$ cat src/rtl/reg_write_arbiter.sv
// Write-port arbiter for the 8-bit register bank: one winner per cycle, registered grant/select/enable/data.
// Define REG_ARB_ROUND_ROBIN_EN for round-robin arbitration; otherwise requester 0 has fixed highest priority.
module reg_write_arbiter #(
  parameter int NREQ   = 4,
  parameter int DATA_W = 8,
  parameter int AW     = 3,
  parameter int NREG   = 8
) (
  input  logic                     clk,
  input  logic                     rst,
  input  logic [NREQ-1:0]          req,
  input  logic [NREQ*AW-1:0]       addr,
  input  logic [NREQ*DATA_W-1:0]   data,
  output logic [NREQ-1:0]          gnt,
  output logic [NREG-1:0]          chosen,
  output logic                     w_en,
  output logic [DATA_W-1:0]        w_data,
  output logic                     err
);

  logic [NREQ-1:0]   elig;
  logic              found;
  logic [1:0]        win;
  logic [AW-1:0]     win_addr;
  logic [DATA_W-1:0] win_data;
  logic              in_range;
  logic [NREQ-1:0]   gnt_nxt;
  logic [NREG-1:0]   chosen_nxt;

`ifdef REG_ARB_ROUND_ROBIN_EN
  logic [1:0] ptr;
  logic [1:0] idx;
`endif

  // Winner selection; a requester whose grant is showing is excluded so a held request is not granted twice
  always_comb begin
    elig  = req & ~gnt;
    found = 1'b0;
    win   = 2'd0;
`ifdef REG_ARB_ROUND_ROBIN_EN
    idx   = ptr;
    for (int k = 0; k < NREQ; k++) begin
      idx = ptr + 2'(k);
      if (!found && elig[idx]) begin
        found = 1'b1;
        win   = idx;
      end else begin
        found = found;
      end
    end
`else
    for (int k = NREQ - 1; k >= 0; k--) begin
      if (elig[k]) begin
        found = 1'b1;
        win   = 2'(k);
      end else begin
        found = found;
      end
    end
`endif
  end

  // Route the winner's address and data, and decode the one-hot register select
  always_comb begin
    win_addr = {AW{1'b0}};
    win_data = {DATA_W{1'b0}};
    for (int i = 0; i < NREQ; i++) begin
      if (win == 2'(i)) begin
        win_addr = addr[i*AW +: AW];
        win_data = data[i*DATA_W +: DATA_W];
      end else begin
        win_addr = win_addr;
      end
    end
    in_range = int'(win_addr) < NREG;
    if (found) begin
      gnt_nxt = {{(NREQ-1){1'b0}}, 1'b1} << win;
    end else begin
      gnt_nxt = {NREQ{1'b0}};
    end
    for (int j = 0; j < NREG; j++) begin
      chosen_nxt[j] = found && in_range && (win_addr == AW'(j));
    end
  end

  // Output register stage; an out-of-range address still takes the grant but the write is dropped
  always_ff @(posedge clk) begin
    if (rst) begin
      gnt    <= {NREQ{1'b0}};
      chosen <= {NREG{1'b0}};
      w_en   <= 1'b0;
      w_data <= {DATA_W{1'b0}};
      err    <= 1'b0;
`ifdef REG_ARB_ROUND_ROBIN_EN
      ptr    <= 2'd0;
`endif
    end else begin
      gnt    <= gnt_nxt;
      chosen <= chosen_nxt;
      w_en   <= found && in_range;
      err    <= found && !in_range;
      if (found) begin
        w_data <= win_data;
`ifdef REG_ARB_ROUND_ROBIN_EN
        ptr    <= win + 2'd1;
`endif
      end else begin
        w_data <= w_data;
      end
    end
  end

endmodule

$ cat config.mk
export PLATFORM = sky130hd
export DESIGN_NAME = reg_write_arbiter
export DESIGN_NICKNAME = d
export VERILOG_FILES = /design/src/rtl/reg_write_arbiter.sv
export SDC_FILE = /design/constraint.sdc
export NUM_CORES = 1
export LEC_CHECK = 0
export ABC_AREA = 1
export BUFFER_PORTS_ARGS = -buffer_cell sky130_fd_sc_hd__buf_2
export CAP_MARGIN = 10
export CORE_ASPECT_RATIO = 0.9
export CORE_UTILIZATION = 30
export CTS_CLUSTER_DIAMETER = 80
export DETAILED_ROUTE_END_ITERATION = 16
export GPL_TIMING_DRIVEN = 1
export PLACE_DENSITY_LB_ADDON = 0.05
export SLEW_MARGIN = 20
export SYNTH_ARGS = -nofsm -noshare
export SYNTH_HDL_FRONTEND = slang
export SYNTH_SLANG_ARGS = --single-unit
export TNS_END_PERCENT = 30
$ cat constraint.sdc
create_clock -name clk -period 2.2 [get_ports clk]
set_clock_uncertainty 0.15 [all_clocks]
set_input_delay 0.33 -clock clk [delete_from_list [all_inputs] [get_ports clk]]
set_output_delay 0.33 -clock clk [all_outputs]
set_load 0.02 [all_outputs]
* Word level (Yosys, flattened, before mapping)
Index checks and enable logic that the tools add are counted.
** Word-level totals
- Register bits :: 21
- Input bits :: 50
** Cells by class
- Equal/unequal tests :: 10
- Shift operators :: 1
- Muxes and demuxes :: 16
- Bitwise logic cells :: 3
- Reduce and logical (&&, ||, !) cells :: 11
** Operators by type and width (count)
- 8-bit 2-to-1 mux :: 4
- 3-bit equality test (second input constant) :: 4
- 3-bit 2-to-1 mux :: 4
- 1-bit logical AND :: 8
- 2-bit 2-to-1 mux :: 4
- 3-bit by 2-bit equality test with 1-bit output (second input constant) :: 2
- 4-bit AND :: 1
- 2-bit equality test (second input constant) :: 2
- 1-bit 2-to-1 mux :: 4
- 4-bit NOT :: 1
- 1-bit by 2-bit << shifter with 4-bit output (first input constant) :: 1
- 3-bit by 1-bit equality test with 1-bit output (second input constant) :: 1
- 3-bit zero test :: 1
- 2-bit by 1-bit equality test with 1-bit output (second input constant) :: 1
- 2-bit zero test :: 1
- 2-bit OR reduction :: 1
- 1-bit NOT :: 1

* Logic depth before layout (Yosys ltp)
Gate-level depths: netlist of run 1.
- Word-level depth :: 13
- Depth in mapped cells :: 11
- Mapped depth without buffers :: 11

* Least setup slack after synthesis of run 1
No wires, ideal clock.
- Kind :: register to register
- Start :: register gnt[0]
- End :: register w_data[5]
- Library setup time :: 0.116 ns
- Data arrival time :: 1.308 ns
- Required time :: 1.934 ns
- Setup slack :: 0.627 ns
- Stages on the path, launching flop included :: 10
- Path buffers :: 0
- Period minus slack after synthesis :: 1.573 ns
- Cells stage by stage :: dfxtp_1 > inv_1 > nand2_4 > nand2_4 > nor2_4 > inv_1 > nor2_1 > nor2_1 > nand2_1 > a21oi_1
** On the way
- Longest elaborated chain between the ends :: 8
** RTL lines
- start, declared :: line 14 : output logic [NREQ-1:0] gnt,
- start signal, assigned :: line 89 : gnt <= {NREQ{1'b0}};
- start signal, assigned :: line 98 : gnt <= gnt_nxt;
- 4-bit NOT (*) :: line 37 : elig = req & ~gnt;
- 4-bit AND (*) :: line 37
- 2-bit 2-to-1 mux :: line 53 : if (elig[k]) begin
- 2-bit zero test :: line 68 : if (win == 2'(i)) begin
- 8-bit 2-to-1 mux (4 in series) :: line 68
- end signal, assigned :: line 92 : w_data <= {DATA_W{1'b0}};
- end signal, assigned :: line 103 : w_data <= win_data;
- end signal, assigned :: line 108 : w_data <= w_data;
- end, declared :: line 17 : output logic [DATA_W-1:0] w_data,
Mark *: on every way between the ends. The rest lies on a longest branch, timed or not.
A chain may end at the register's enable or synchronous reset.

* Final worst setup path of run 1
- Start :: register gnt[1]
- End :: register w_data[7]
** On the way
- Longest elaborated chain between the ends :: 9
** RTL lines (line)
- 4-bit NOT (*) :: 37
- 4-bit AND (*) :: 37
- 2-bit 2-to-1 mux (2 in series) :: 53
- 2-bit zero test :: 68
- 8-bit 2-to-1 mux (4 in series) :: 68
Marks and branches as above.

==> results.py, run 1 <==
metrics = {
    "status": {
        "status": "finished, final reports clean",
    },
    "cts": {
        "cts.path.max_buffers": 2,
        "postCtsSetupBuffers": 0,
        "clk_pin_slew_ns": 0.08,
        "clock-root-buffer": "clkbuf_8",
        "cts_buffers": 3,
        "holdBufCountCts": 0,
        "worstSkewPairLatency_ns": 0.26,
        "h-tree-depth": 1,
        "clock_sinks": 21,
        "cts_tree": "built",
        "postCtsResizedCells": 0,
    },
    "yosys": {
        "syn-num-nets": 217,
        "yosysMostFrequentCell": "nand2_1",
        "syn_area_um2": 1242,
        "synth_seq_cells": 21,
        "yosys.area.top_type": "dfxtp_1",
        "synthCells": 167,
        "yosys_most_used_dff": "dfxtp_1",
        "synth_edf_count": 0,
        "ys_top_cells_by_count": "42 x nand2_1, 26 x nor2_1, 21 x dfxtp_1",
        "ys_warn_count": 0,
        "async_reset_ff_share_pct": 0,
        "synth_top_area_share_pct": 33.84,
        "netlist_top_cells_area": "dfxtp_1 34%, nand2_1 13%, nor2_1 7.9%",
        "synthDistinctLibCells": 22,
        "yosysSeqAreaShare_pct": 33.84,
        "postSynthAreaPerCell_um2": 7.440,
    },
    "power_and_ir_drop": {
        "p_leak_nw": 0.8938,
        "swShare_pct": 35.44,
        "pwr-share-seq_pct": 40.9,
        "power_frac_clock_pct": 24.3,
        "p_sw_mw": 0.3726,
        "ir_drop_mv": 0.2444,
        "pwr-share-comb_pct": 34.8,
        "intPower_mw": 0.6787,
        "p_per_area_nw_per_um2": 622.9,
    },
    "floorplan": {
        "fp.dieH_um": 63.05,
        "die_x_um": 69.84,
        "placement_rows": 21,
        "core_area_um2": 3836,
        "io_pins": 72,
        "initial_core_util_pct": 32.39,
        "die_area_um2": 4403,
    },
    "placement": {
        "io_buffers": 70,
        "dp_hpwl_um": 2686,
        "gp_congestion": 0.7789,
        "dp.cells": 282,
    },
    "cells_and_area": {
        "layoutNonFillerInstCount": 286,
        "drive_gt1_share_pct": 45.83,
        "num-nets-final": 291,
        "area_growth_pct": 35.85,
        "antenna_cells": 0,
    },
    "drt": {
        "ant_nets": 0,
        "drc_errors": 0,
        "wl_per_cell_um": 11.45,
        "drt-total-wl_um": 3275,
        "viasPerCell": 4.465,
        "initialDrtViolationCount": 44,
        "vias": 1277,
        "first_pass_iters": 4,
    },
    "global_route": {
        "antenna_found_initial": 0,
        "grt_overflow": 0,
        "grt_pass1_wl_um": 5582,
        "grt_max_degree": 12,
        "grt_usage_pct": 15.77,
        "grt_pass1_vias": 1265,
    },
    "worst_setup_path": {
        "critPathKind": "flop to flop",
        "end_kind": "flop",
        "required_ns": 2.20,
        "critPathArrivalTime_ns": 1.62,
        "path_max_fanout": 8,
        "crit_path_start_kind": "flop",
    },
    "timing": {
        "rsz0062_at_grt": "false",
        "max_freq_mhz": 617.8,
        "final_hold_viol_count": 0,
        "fin_tns_setup_ns": 0,
        "setup_violations": 0,
        "post-route-min-period_ns": 1.619,
        "timing.final.crit_share_pct": 73.57,
        "maxSlewViolCount": 0,
    },
    "min_path": {
        "min-delay-path-class": "input port to flop",
    },
    "job": {
        "drv_cap": 0,
    },
}
-- final cells by class --
class,count,area [µm²]
flip-flops and latches,21,420.4
multi-input cells,131,762.0
fillers,432,2148
inverters,14,52.55
clock buffers,4,45.04
well taps,46,57.56
repair buffers,70,350.3
-- logic make-up after synthesis --
logic type	after synthesis	share of synthesized area, %
AOI/OAI and AO/OA	10	4.028
buffers and inverters	15	4.834
DFF	21	33.84
other	1	0.3018
and+or+nand+nor	120	57.00
-- critical path: stages (launching register included) --
cell	delay (ns)
dfxtp_1	0.35
inv_1	0.07
nand2_4	0.13
nand2_4	0.10
nor2_4	0.23
inv_1	0.19
nor2_1	0.12
nor2_1	0.04
nand2_1	0.06
a21oi_1	0.06
-- through the flow --
stage / setup slack [ns] / hold WS [ns] / util [%] / power [mW] / area [µm²]
2_1_floorplan: 0.6265 / 0.2491 / - / 0.6890 / 1242
3_3_place_gp: 0.5312 / 0.2928 / 42.82 / 0.8105 / 1643
3_5_place_dp: 0.5164 / 0.2951 / 42.82 / 0.8077 / 1643
4_1_cts: 0.5807 / 0.1625 / 44.00 / 1.068 / 1688
5_1_grt: 0.4305 / 0.1607 / 44.00 / 1.123 / 1688
6_report: 0.5814 / 0.1668 / 44.00 / 1.051 / 1688
-- power by group through the flow --
stage	Clock, mW	Combinational, mW	Sequential (mW)
after floorplan	0	0.207	0.482
after global placement	0	0.371	0.440
after detailed placement	0	0.369	0.439
after CTS	0.268	0.370	0.430
after global routing	0.288	0.402	0.434
final	0.255	0.366	0.430
-- sequential cells by signal, summed over array words and instances (netlist names) --
| signal | flops |
|---|---|
| w_data | 8 |
| chosen | 8 |
| w_en | 1 |
| gnt | 4 |
-- per-layer routing --
metal  track usage (%)  vias up  share of wire (%)
li1                  -      683                  -
met1             20.53      544                 50
met2             25.60       48                 42
met3             5.120        2                8.1
met4             3.000        0               0.55
met5                 0        -                  0
-- placed cells by master, fill, tap and decap left out, types with 2 or more instances in the layout --
cell type  Yosys  layout
nand3_2        4       4
a21oi_1        6       6
nand2_2        7       7
inv_2          6       6
nor2_2         2       2
o21ai_0        3       3
clkbuf_8       0       3
buf_2          0      70
nand2_8        2       2
nand4_1        7       7
nand3_4        3       3
nand3_1       11      11
nor3_1         2       2
nor2_4         6       6
inv_1          8       8
nor2_1        26      26
dfxtp_1       21      21
nand2_1       42      42
nand2_4        6       6
-- path summary, 6_finish.rpt --
kind | startpoint | endpoint | slack, ns | depth (start not counted)
setup / recovery | gnt[1] | w_data[7] | 0.58 | 9
hold / removal | rst | w_data[5] | 0.17 | 2
setup reg to reg | gnt[1] | w_data[7] | 0.58 | 9
hold reg to reg | w_data[1] | w_data[1] | 0.30 | 2
Power figures use the tool's default switching activity.
==> run 2, diff against run 1 <==
Settings changed: ABC_AREA 1 to 0.
Clock period 2.2 ns to 1.48 ns, I/O delays scaled along.
==> results.py, run 2 <==
metrics = {
    "status": {
        "status": "finished, violations left",
        "violations": "setup timing",
    },
    "cts": {
        "cts_tree": "built",
        "clock_sinks": 21,
        "holdBufCountCts": 0,
        "clk_pin_slew_ns": 0.08,
        "clock-root-buffer": "clkbuf_8",
        "h-tree-depth": 1,
        "worstSkewPairLatency_ns": 0.26,
        "cts_buffers": 3,
        "cts.path.max_buffers": 2,
    },
    "floorplan": {
        "core_area_um2": 3478,
        "die_x_um": 66.51,
        "placement_rows": 20,
        "io_pins": 72,
        "fp.dieH_um": 60.06,
        "initial_core_util_pct": 32.30,
        "die_area_um2": 3994,
    },
    "global_route": {
        "antenna_found_initial": 0,
        "grt_pass1_vias": 1108,
        "grt_usage_pct": 17.42,
        "grt_max_degree": 13,
        "grt_pass1_wl_um": 5223,
        "grt_overflow": 0,
    },
    "yosys": {
        "synthCells": 115,
        "synth_top_area_share_pct": 37.42,
        "synth_seq_cells": 21,
        "syn_area_um2": 1124,
        "ys_warn_count": 0,
        "ys_top_cells_by_count": "21 x dfxtp_1, 16 x o21ai_0, 10 x nand2_1",
        "yosysSeqAreaShare_pct": 37.42,
        "yosysMostFrequentCell": "dfxtp_1",
        "yosys.area.top_type": "dfxtp_1",
        "async_reset_ff_share_pct": 0,
        "syn-num-nets": 165,
        "netlist_top_cells_area": "dfxtp_1 37%, o21ai_0 7.1%, a221oi_1 3.9%",
        "yosys_most_used_dff": "dfxtp_1",
        "synthDistinctLibCells": 40,
        "postSynthAreaPerCell_um2": 9.770,
        "synth_edf_count": 0,
    },
    "placement": {
        "io_buffers": 70,
        "dp_hpwl_um": 2666,
        "place_area_um2": 1669,
        "gp_congestion": 0.8349,
        "dp.cells": 245,
    },
    "cells_and_area": {
        "layout_commonest_cell": "buf_2",
        "num-nets-final": 258,
        "largestRegisters": "chosen (8), w_data (8), gnt (4)",
        "drive_gt1_share_pct": 64.73,
        "final_util_pct": 52.63,
        "layout_common_cells": "70 x buf_2, 21 x buf_4, 17 x dfxtp_1, 10 x nand2_1, 10 x o21ai_0",
        "layoutNonFillerInstCount": 251,
        "area_growth_pct": 62.92,
        "final_area_um2": 1831,
        "antenna_cells": 0,
        "fill_cells": 337,
    },
    "worst_setup_path": {
        "path_max_fanout": 8,
        "end_kind": "flop",
        "critPathArrivalTime_ns": 1.77,
        "critPathKind": "flop to flop",
        "required_ns": 1.48,
        "crit_path_start_kind": "flop",
    },
    "power_and_ir_drop": {
        "p_total_mw": 1.516,
        "ir_drop_mv": 0.5095,
        "p_per_area_nw_per_um2": 828.4,
        "p_leak_nw": 0.8644,
    },
    "drt": {
        "viasPerCell": 4.900,
        "ant_nets": 0,
        "first_pass_iters": 4,
        "drc_errors": 0,
        "initialDrtViolationCount": 43,
        "drt-total-wl_um": 3456,
        "wl_per_cell_um": 13.77,
        "vias": 1230,
    },
    "timing": {
        "timing.final.crit_share_pct": 120.0,
        "setup_violations": 16,
        "max_freq_mhz": 563.1,
        "final_hold_viol_count": 0,
        "rsz0062_at_grt": "true",
        "post-route-min-period_ns": 1.776,
        "fin_hold_ws_ns": 0.07540,
        "maxSlewViolCount": 0,
        "setup_ws_ns": -0.2960,
    },
    "job": {
        "drv_cap": 0,
    },
    "min_path": {
        "min-delay-path-class": "input port to flop",
    },
}
run 2: changes by cell type in the layout (fill, tap and decap cells not counted), sizes merged, moves of 6 or more:
cell	delta
a21oi	-6
buf	+23
inv	-14
nand2	-47
nand2b	+8
nand3	-15
nand4	-7
nor2	-29
o21ai	+14
run 2: path summary, 6_finish.rpt:
check             cells after the start  slack [ns]       from         to
setup / recovery                      5       -0.30     gnt[2]  chosen[7]
setup reg to reg                      5       -0.30     gnt[2]  chosen[7]
hold / removal                        3        0.08   data[18]  w_data[2]
hold reg to reg                       2        0.30  w_data[1]  w_data[1]
run 2: timing repair:
| item | in CTS | in global routing |
|---|---|---|
| gates resized for setup | 12 | 14 |
| buffers inserted | 0 | 2 |
| pin swaps | 2 | 7 |
| hold endpoints to repair | 0 | 0 |
| setup endpoints to repair | 16 | 16 |
run 2: cell type report:
type | count | area (µm²) | share of cell area (%)
Timing Repair Buffer | 93 | 539.3 | 29.46
Multi-Input combinational cell | 89 | 759.5 | 41.49
Clock inverter | 1 | 5.005 | 0.2734
Clock buffer | 3 | 41.29 | 2.256
Tap cell | 44 | 55.05 | 3.008
Sequential cell | 21 | 430.4 | 23.51
run 2: through the flow:
stage | setup slack [ns] | TNS (ns)
2_1_floorplan | -0.2496 | -2.613
3_3_place_gp | -0.3184 | -4.666
3_5_place_dp | -0.3702 | -5.282
4_1_cts | -0.2864 | -3.016
5_1_grt | -0.3569 | -4.213
6_report | -0.2960 | -3.159
run 2: logic make-up (layout without fill, tap and decap cells):
logic type / after synthesis / after routing / share of synthesized area (%)
multiplexers: 1 / 1 / 0.8909
flip-flops: 21 / 21 / 37.42
AO/OA/AOI/OAI: 40 / 40 / 27.51
buffers and inverters: 5 / 97 / 3.564
other: 1 / 1 / 0.3338
AND/OR/NAND/NOR: 47 / 47 / 30.29
run 2: worst max-delay path: stages, from the launching register on:
cell	delay [ns]
dfxtp_2	0.34
nand2b_4	0.18
a211oi_4	0.29
a22oi_1	0.12
a221o_2	0.40
nor3b_2	0.18
run 2: metal layers:
layer,vias to the layer above,global-route usage (%),routed length [µm]
li1,618,-,-
met1,559,23.25,1582
met2,51,29.59,1608
met3,2,2.863,256
met4,0,3.647,8
met5,-,0,0
run 2: power by group:
part | internal (mW) | switching [mW] | leakage [nW] | total (mW)
combinational | 0.242 | 0.271 | 0.664 | 0.513
sequential | 0.605 | 0.0176 | 0.175 | 0.623
clock | 0.187 | 0.193 | 0.0255 | 0.380
